[src/rtl/uart_pkg.sv]
// Shared definitions for the UART receiver: FSM state encoding, oversampling
// constants and the default data width.
package uart_pkg;

  typedef enum logic [2:0] {
    IDLE   = 3'd0,
    START  = 3'd1,
    DATA   = 3'd2,
    PARITY = 3'd3,
    STOP   = 3'd4
  } uart_state_e;

  localparam int OVERSAMPLE = 16;
  localparam int MID_TICK   = 7;
  localparam int N_BIT_DEF  = 8;

endpackage

[src/rtl/uart_rx_sync.sv]
// Two-flop synchronizer for the asynchronous rx line; resets to the idle
// (high) level so the receiver never sees a false start bit out of reset.
module uart_rx_sync (
  input  logic clk,
  input  logic rst,
  input  logic d_i,
  output logic q_o
);

  logic [1:0] ff_q;

  always_ff @(posedge clk) begin
    if (rst) ff_q <= 2'b11;
    else     ff_q <= {ff_q[0], d_i};
  end

  assign q_o = ff_q[1];

endmodule

[src/rtl/uart_rx_core.sv]
// 16x-oversampled UART receiver: mid-bit sampling, LSB-first, stop-bit framing
// check. Define UART_RX_PARITY_EN to add an even-parity bit and parity_err.
module uart_rx_core
  import uart_pkg::*;
#(
  parameter int N_BIT   = N_BIT_DEF,
  parameter int SB_TICK = 16
) (
  input  logic             clk,
  input  logic             rst,
  input  logic             S_tick,
  input  logic             rx,
  output logic [N_BIT-1:0] dout,
  output logic             rx_done_tick,
  output logic             frame_err
`ifdef UART_RX_PARITY_EN
  ,
  output logic             parity_err
`endif
);

  localparam int SW = (SB_TICK > OVERSAMPLE) ? $clog2(SB_TICK) : 4;
  localparam int NW = (N_BIT > 1) ? $clog2(N_BIT) : 1;
  localparam logic [SW-1:0] S_MID  = SW'(MID_TICK);
  localparam logic [SW-1:0] S_BIT  = SW'(OVERSAMPLE - 1);
  localparam logic [SW-1:0] S_STOP = SW'(SB_TICK - 1);
  localparam logic [NW-1:0] N_LAST = NW'(N_BIT - 1);

  logic             rx_s;
  logic [2:0]       state_q, state_d;
  logic [SW-1:0]    s_q, s_d;
  logic [NW-1:0]    n_q, n_d;
  logic [N_BIT-1:0] b_q, b_d;
  logic [N_BIT-1:0] dout_q, dout_d;
  logic             done_q, done_d;
  logic             ferr_q, ferr_d;
  logic             brk_q, brk_d;
  logic             par_q, par_d;
  logic             perr_q, perr_d;

  uart_rx_sync u_sync (
    .clk (clk),
    .rst (rst),
    .d_i (rx),
    .q_o (rx_s)
  );

  always_comb begin
    state_d = state_q;
    s_d     = s_q;
    n_d     = n_q;
    b_d     = b_q;
    dout_d  = dout_q;
    par_d   = par_q;
    brk_d   = brk_q;
    done_d  = 1'b0;
    ferr_d  = 1'b0;
    perr_d  = 1'b0;
    // After a framing error the line must return high before a new start
    // edge is accepted, so a held-low break yields one error, not a stream.
    if (rx_s) brk_d = 1'b0;

    case (state_q)
      IDLE: begin
        if (!rx_s && !brk_q) begin
          state_d = START;
          s_d     = '0;
        end
      end
      START: begin
        if (S_tick) begin
          if (s_q == S_MID) begin
            if (!rx_s) begin
              state_d = DATA;
              s_d     = '0;
              n_d     = '0;
            end else begin
              state_d = IDLE;
            end
          end else begin
            s_d = s_q + 1'b1;
          end
        end
      end
      DATA: begin
        if (S_tick) begin
          if (s_q == S_BIT) begin
            s_d = '0;
            b_d = {rx_s, b_q[N_BIT-1:1]};
            if (n_q == N_LAST) begin
`ifdef UART_RX_PARITY_EN
              state_d = PARITY;
`else
              state_d = STOP;
`endif
            end else begin
              n_d = n_q + 1'b1;
            end
          end else begin
            s_d = s_q + 1'b1;
          end
        end
      end
`ifdef UART_RX_PARITY_EN
      PARITY: begin
        if (S_tick) begin
          if (s_q == S_BIT) begin
            s_d     = '0;
            par_d   = rx_s;
            state_d = STOP;
          end else begin
            s_d = s_q + 1'b1;
          end
        end
      end
`endif
      STOP: begin
        if (S_tick) begin
          if (s_q == S_STOP) begin
            state_d = IDLE;
            dout_d  = b_q;
            ferr_d  = !rx_s;
            brk_d   = !rx_s;
`ifdef UART_RX_PARITY_EN
            perr_d  = par_q ^ (^b_q);
            done_d  = rx_s && !perr_d;
`else
            done_d  = rx_s;
`endif
          end else begin
            s_d = s_q + 1'b1;
          end
        end
      end
      default: state_d = IDLE;
    endcase
  end

  always_ff @(posedge clk) begin
    if (rst) begin
      state_q <= IDLE;
      s_q     <= '0;
      n_q     <= '0;
      b_q     <= '0;
      dout_q  <= '0;
      done_q  <= 1'b0;
      ferr_q  <= 1'b0;
      brk_q   <= 1'b0;
      par_q   <= 1'b0;
      perr_q  <= 1'b0;
    end else begin
      state_q <= state_d;
      s_q     <= s_d;
      n_q     <= n_d;
      b_q     <= b_d;
      dout_q  <= dout_d;
      done_q  <= done_d;
      ferr_q  <= ferr_d;
      brk_q   <= brk_d;
      par_q   <= par_d;
      perr_q  <= perr_d;
    end
  end

  assign dout         = dout_q;
  assign rx_done_tick = done_q;
  assign frame_err    = ferr_q;
`ifdef UART_RX_PARITY_EN
  assign parity_err   = perr_q;
`endif

endmodule

[config.mk]
export PLATFORM = sky130hd
export DESIGN_NAME = uart_rx_core
export DESIGN_NICKNAME = d
export VERILOG_FILES = /design/src/rtl/uart_pkg.sv /design/src/rtl/uart_rx_sync.sv /design/src/rtl/uart_rx_core.sv
export SDC_FILE = /design/constraint.sdc
export NUM_CORES = 1
export LEC_CHECK = 0
export BUFFER_PORTS_ARGS = -buffer_cell sky130_fd_sc_hd__buf_2
export CAP_MARGIN = 40
export CORE_ASPECT_RATIO = 1.75
export CORE_MARGIN = 5
export CORE_UTILIZATION = 52
export DETAILED_ROUTE_END_ITERATION = 16
export PLACE_DENSITY = 0.74
export SLEW_MARGIN = 30
export SYNTH_ARGS = -nofsm -noshare
export SYNTH_HDL_FRONTEND = slang
export SYNTH_HIERARCHICAL = 1
export SYNTH_SLANG_ARGS = --single-unit
[constraint.sdc]
create_clock -name clk -period 1.7 [get_ports clk]
set_input_delay 0.255 -clock clk [delete_from_list [all_inputs] [get_ports clk]]
set_output_delay 0.255 -clock clk [all_outputs]
set_load 0.02 [all_outputs]
Yosys cells after proc, flatten, opt, wreduce, memory -nomap -nowiden
Index checks and enable logic that the tools add are counted.
Widths: inputs -> output; s select.
{"block": "totals", "register_bits": 31, "in_bits": 4, "output_inout_bits": 10, "word_cells": 74}
{"block": "classes", "n_addsub": 2, "eq_ne": 18, "mux": 30, "bitwise_logic": 3, "n_reduce_logical": 12}
{"op": "$mux 3", "n": 14}
{"op": "$mux 4", "n": 8}
{"op": "$ne 2x2->1 const B", "n": 11}
{"op": "$pmux 4 s4", "n": 1}
{"op": "$reduce_and 7->1", "n": 2}
{"op": "$pmux 3 s4", "n": 1}
{"op": "$reduce_and 8->1", "n": 1}
{"op": "$eq 3x3->1 const B", "n": 2}
{"op": "$pmux 3 s2", "n": 1}
{"op": "$reduce_and 3->1", "n": 2}
{"op": "$add 4x1->4 const B", "n": 1}
{"op": "$eq 4x3->1 const B", "n": 1}
{"op": "$eq 4x4->1 const B", "n": 1}
{"op": "$mux 1", "n": 4}
{"op": "$reduce_bool 4->1", "n": 1}
{"op": "$reduce_or 4->1", "n": 1}
{"op": "$add 3x1->3 const B", "n": 1}
{"op": "$eq 3x1->1 const B", "n": 1}
{"op": "$eq 3x2->1 const B", "n": 1}
{"op": "$logic_not 3->1", "n": 1}
{"op": "$ne 3x3->1 const B", "n": 1}
{"op": "$not 1->1", "n": 3}
{"op": "$logic_not 1->1", "n": 2}
{"op": "$mux 2", "n": 1}
{"op": "2 further kinds", "n": 2}

Depth between registers and ports, before layout
{"block": "logic_depth", "depth_word": 5, "depth_mapped": 6, "depth_no_buf": 6}

Modules after synthesis
The synthesis kept the hierarchy.
{"mod": "uart_rx_core", "n_inst": 1, "cells_per_inst": 144, "area_per_inst_um2": 1420.1, "seq_area_each_um2": 580.6}
{"mod": "uart_rx_sync", "n_inst": 1, "cells_per_inst": 4, "area_per_inst_um2": 52.6, "seq_area_each_um2": 40.0}

Least setup slack after synthesis
Ideal clock, no wire load.
{"block": "synth_timing", "path_type": "reg2reg", "from": "register s_q[0]", "to": "register state_q[1]", "setup_time_ns": 0.116, "arrival_time_ns": 1.535, "t_required_ns": 1.584, "slack_ns": 0.049, "path_stages_with_launch": 7, "n_path_buf": 0, "synth_period_minus_slack_ns": 1.651, "path_cell_list": "dfxtp_1 -> ha_1 -> and2_1 -> a221oi_4 -> nor2_1 -> and3_1 -> a31o_2"}
{"block": "synth_between", "elab_chain_cells": 3, "word_cells_on_any_way": 6, "classes_between": "eq/ne: 5; reduce/logical: 1"}
{"item": "start: declaration", "line": "uart_rx_core.sv:31", "rtl": "logic [SW-1:0] s_q, s_d;"}
{"item": "start signal: assignment", "line": "uart_rx_core.sv:142", "rtl": "s_q <= '0;"}
{"item": "start signal: assignment", "line": "uart_rx_core.sv:153", "rtl": "s_q <= s_d;"}
{"item": "$eq 4x4->1 or $eq 4x3->1 (tied branches)", "line": "uart_rx_core.sv:87, uart_rx_core.sv:119, uart_rx_core.sv:72"}
{"item": "$ne 2x2->1 (no line)"}
{"item": "$reduce_and 8->1 (no line) *"}
{"item": "end signal: assignment", "line": "uart_rx_core.sv:152", "rtl": "state_q <= state_d;"}
{"item": "end: declaration", "line": "uart_rx_core.sv:30", "rtl": "logic [2:0] state_q, state_d;"}
Mark *: on every way between the ends. The rest lies on a longest branch, timed or not.
A chain may end at the register's enable or synchronous reset.

Worst setup path after layout
{"block": "layout_timing", "from": "register state_q[1]", "to": "register s_q[3]"}
{"block": "layout_between", "elab_chain_cells": 3, "word_cells_on_any_way": 13, "classes_between": "eq/ne: 9; mux: 1; reduce/logical: 3"}
{"item": "$eq 3x1->1, or another cell as far along", "line": "uart_rx_core.sv:63", "rtl": "case (state_q)"}
{"item": "$ne 3x3->1 (no line), or another cell as far along"}
{"item": "$reduce_and 7->1 (no line)"}
Several ways; a longest one is shown, not always the timed one.

==> run metrics <==
status=complete, no violations; die height=80.40 µm; Mapped Area=0.001473 mm²; number of synthesized register bits=31; Synth Instances=148; max-slew violations=0; Primary FF master, synth=dfxtp_1; fmax=590.9 MHz; first-pass GRT wire length=5.575 mm; total CTS buffers=5; Final TNS setup=0 ns; NetSw=574.2 µW; DIE WIDTH=50.23 µm; Final ANT Viol Nets=0; Top Layer Used=met4; via/cell ratio=5.887; Tcrit/Tclk final=0.9954; Worst Path Max Fanout=6; Port Buf Inserts=13; Final Total Pwr=1.970 mW; Tmin final=1.692 ns; clock-pin slew on the worst setup and hold paths=0.07 ns; # DRC=0; Final GP Congestion=0.9573; PwrDens=999.6 mW/mm²; ys async rst share=0; Final nets=191; Die ar.=0.004038 mm²; ranking of synthesized cells by area=dfxtp_1 42%, mux2i_1 12%, nor2_1 6.9%; most frequent cells after synthesis=31 x dfxtp_1, 27 x nor2_1, 18 x mux2i_1, 7 x nand2_1; average cell area after synthesis=9.950 µm²; Placeable Area=0.002721 mm²; LEAKAGE=0.7846 nW; initial antenna violation count=0; IO Count=14; starting density of the core=0.5411; Iteration-0 DRC Markers=29; cts hold-fix bufs=0; crit path kind=reg2reg; EDFF count, synth=0; RSZ-0062 raised after global routing=true; Worst-Margin Slew=0.3602 ns; VDD IR max=0.8296 mV; Synth area leader=dfxtp_1; net count after synthesis=155; Area Overhead vs Synth=33.81%; layout cells sized above 1=0.4216; most frequent cell after synthesis=dfxtp_1; Max-Cap Viols=0; CP required=1.87 ns; TritonCTS clock tree=done; post-detail-place hpwl=2.400 mm; CTS Sinks=31; Pre-Repair DR Iteration Count=4; Fin. Hold Viols=0; wire per inst=17.19 µm; Sw Share=0.2915; overall routing resource usage=0.1836; Worst EP arrival=1.87 ns; Yosys top cell area share=0.4214; Final Routed Wirelength=3.644 mm; Flop pwr share=0.393; M1 WL=1.352 mm; largest net degree at the start of global routing=22; Final Setup Violations=0; endpoint class of the critical path=register; Combinational Power Share=0.284; Post-Layout Cell Count=212; HP Class=in2reg; distinct cell type count after synthesis=40; Via Count=1248; DR WL met3=160 µm; GRT overflow=0; sequential area share after synthesis=0.4214; vias in the first global route=1291; Slew headroom=0.7599; Clock Root Buffer=clkbuf_8; Critical Path Start Type=register; Syn. warnings=6; H-tree depth=2; # diodes=0; Int Pwr=1.396 mW; Std-Cell Rows=25; Placed Instances=199; clock power share=0.323; Met2 Wirelength=1.969 mm; worst-skew pair later-pin latency=0.29 ns; Clock Path Buffers=2; Setup Skew=0.01023 ns; hold slack final=0.1369 ns
worst max-delay path, stage by stage (launching register included):
cell and delay, ns:
dfxtp_4 0.37, buf_4 0.16, a311oi_2 0.24, a211oi_2 0.10
nor3b_4 0.28, buf_4 0.16, nor3b_1 0.04, a211o_1 0.23
power by group through the flow:
| stage | Clock, mW | Combinational (mW) | Sequential [mW] |
|---|---|---|---|
| detailed placement | 0 | 0.382 | 0.788 |
| CTS | 0.649 | 0.416 | 0.782 |
| floorplan | 0 | 0.265 | 0.772 |
| global route | 0.697 | 0.601 | 0.777 |
| global placement | 0 | 0.368 | 0.787 |
| finish | 0.637 | 0.560 | 0.773 |
layout by cell type, fill, tap and decap left out, types with 2 or more instances in the layout:
cell type   n
buf_2      13
buf_4      19
nor2_1     24
nand3_1     3
nand2_1     6
and3_1      2
inv_1       2
nor4_1      2
dfxtp_1    25
a211o_1     2
dfxtp_4     3
nor2_4      3
or3b_4      2
nand2b_1    3
a21oi_1     2
clkbuf_8    7
mux2i_1    17
nor3_1      2
buf_6       2
o21ai_0     2
nor2b_4     2
nor2_2      2
buf_12      2
or2_1       2
dfxtp_2     3
and4b_1     2
a31o_1      2
metrics by stage:
step	utilization	cell area [µm²]	setup slack, ns
6_report	0.7241	1971	0.007784
5_1_grt	0.7241	1971	-0.05623
2_1_floorplan	-	1473	0.04873
4_1_cts	0.6680	1818	0.002927
3_5_place_dp	0.6184	1683	-0.1514
3_3_place_gp	0.6184	1683	-0.1483
per-layer routing:
metal | vias to the layer above | GRT usage
met5 | - | 0
met4 | 0 | 0.1102
met3 | 20 | 0.05566
met2 | 33 | 0.3501
met1 | 596 | 0.1569
li1 | 599 | -
final timing paths:
kind / startpoint / endpoint / slack [ns] / cells past startpoint
setup / recovery: state_q[1] / s_q[3] / 0.008 / 7
hold reg to reg: u_sync/ff_q[0] / u_sync/ff_q[1] / 0.41 / 1
hold / removal: rx / u_sync/ff_q[0] / 0.14 / 2
setup reg to reg: state_q[1] / s_q[3] / 0.008 / 7
sequential cells by signal (all words and copies together), names as in the netlist:
register      cells
u_sync/ff_q       2
state_q           3
s_q               4
n_q               3
brk_q             1
rx_done_tick      1
dout              8
frame_err         1
b_q               8
kinds of logic after synthesis:
group,Yosys count,synth area share
AO/OA/AOI/OAI,20,0.1215
buffers and inverters,9,0.03823
adder cells (fa/ha/maj),3,0.02549
flip-flops,31,0.4214
multiplexers,18,0.1223
XOR/XNOR,2,0.01190
AND/OR/NAND/NOR,65,0.2591
area by class of cell:
type | count | area, µm²
Inverter | 2 | 7.507
Clock buffer | 7 | 96.34
Multi-Input combinational cell | 108 | 919.6
Fill cell | 195 | 750.7
Sequential cell | 31 | 635.6
Tap cell | 27 | 33.78
Timing Repair Buffer | 36 | 270.3
Clock inverter | 1 | 7.507
what timing repair did:
item                       4_1_cts  5_1_grt
buffers inserted                 1        5
gates resized for setup         10       32
setup endpoints to repair       11       13
pin swaps                        4       10
Power figures use the tool's default switching activity.
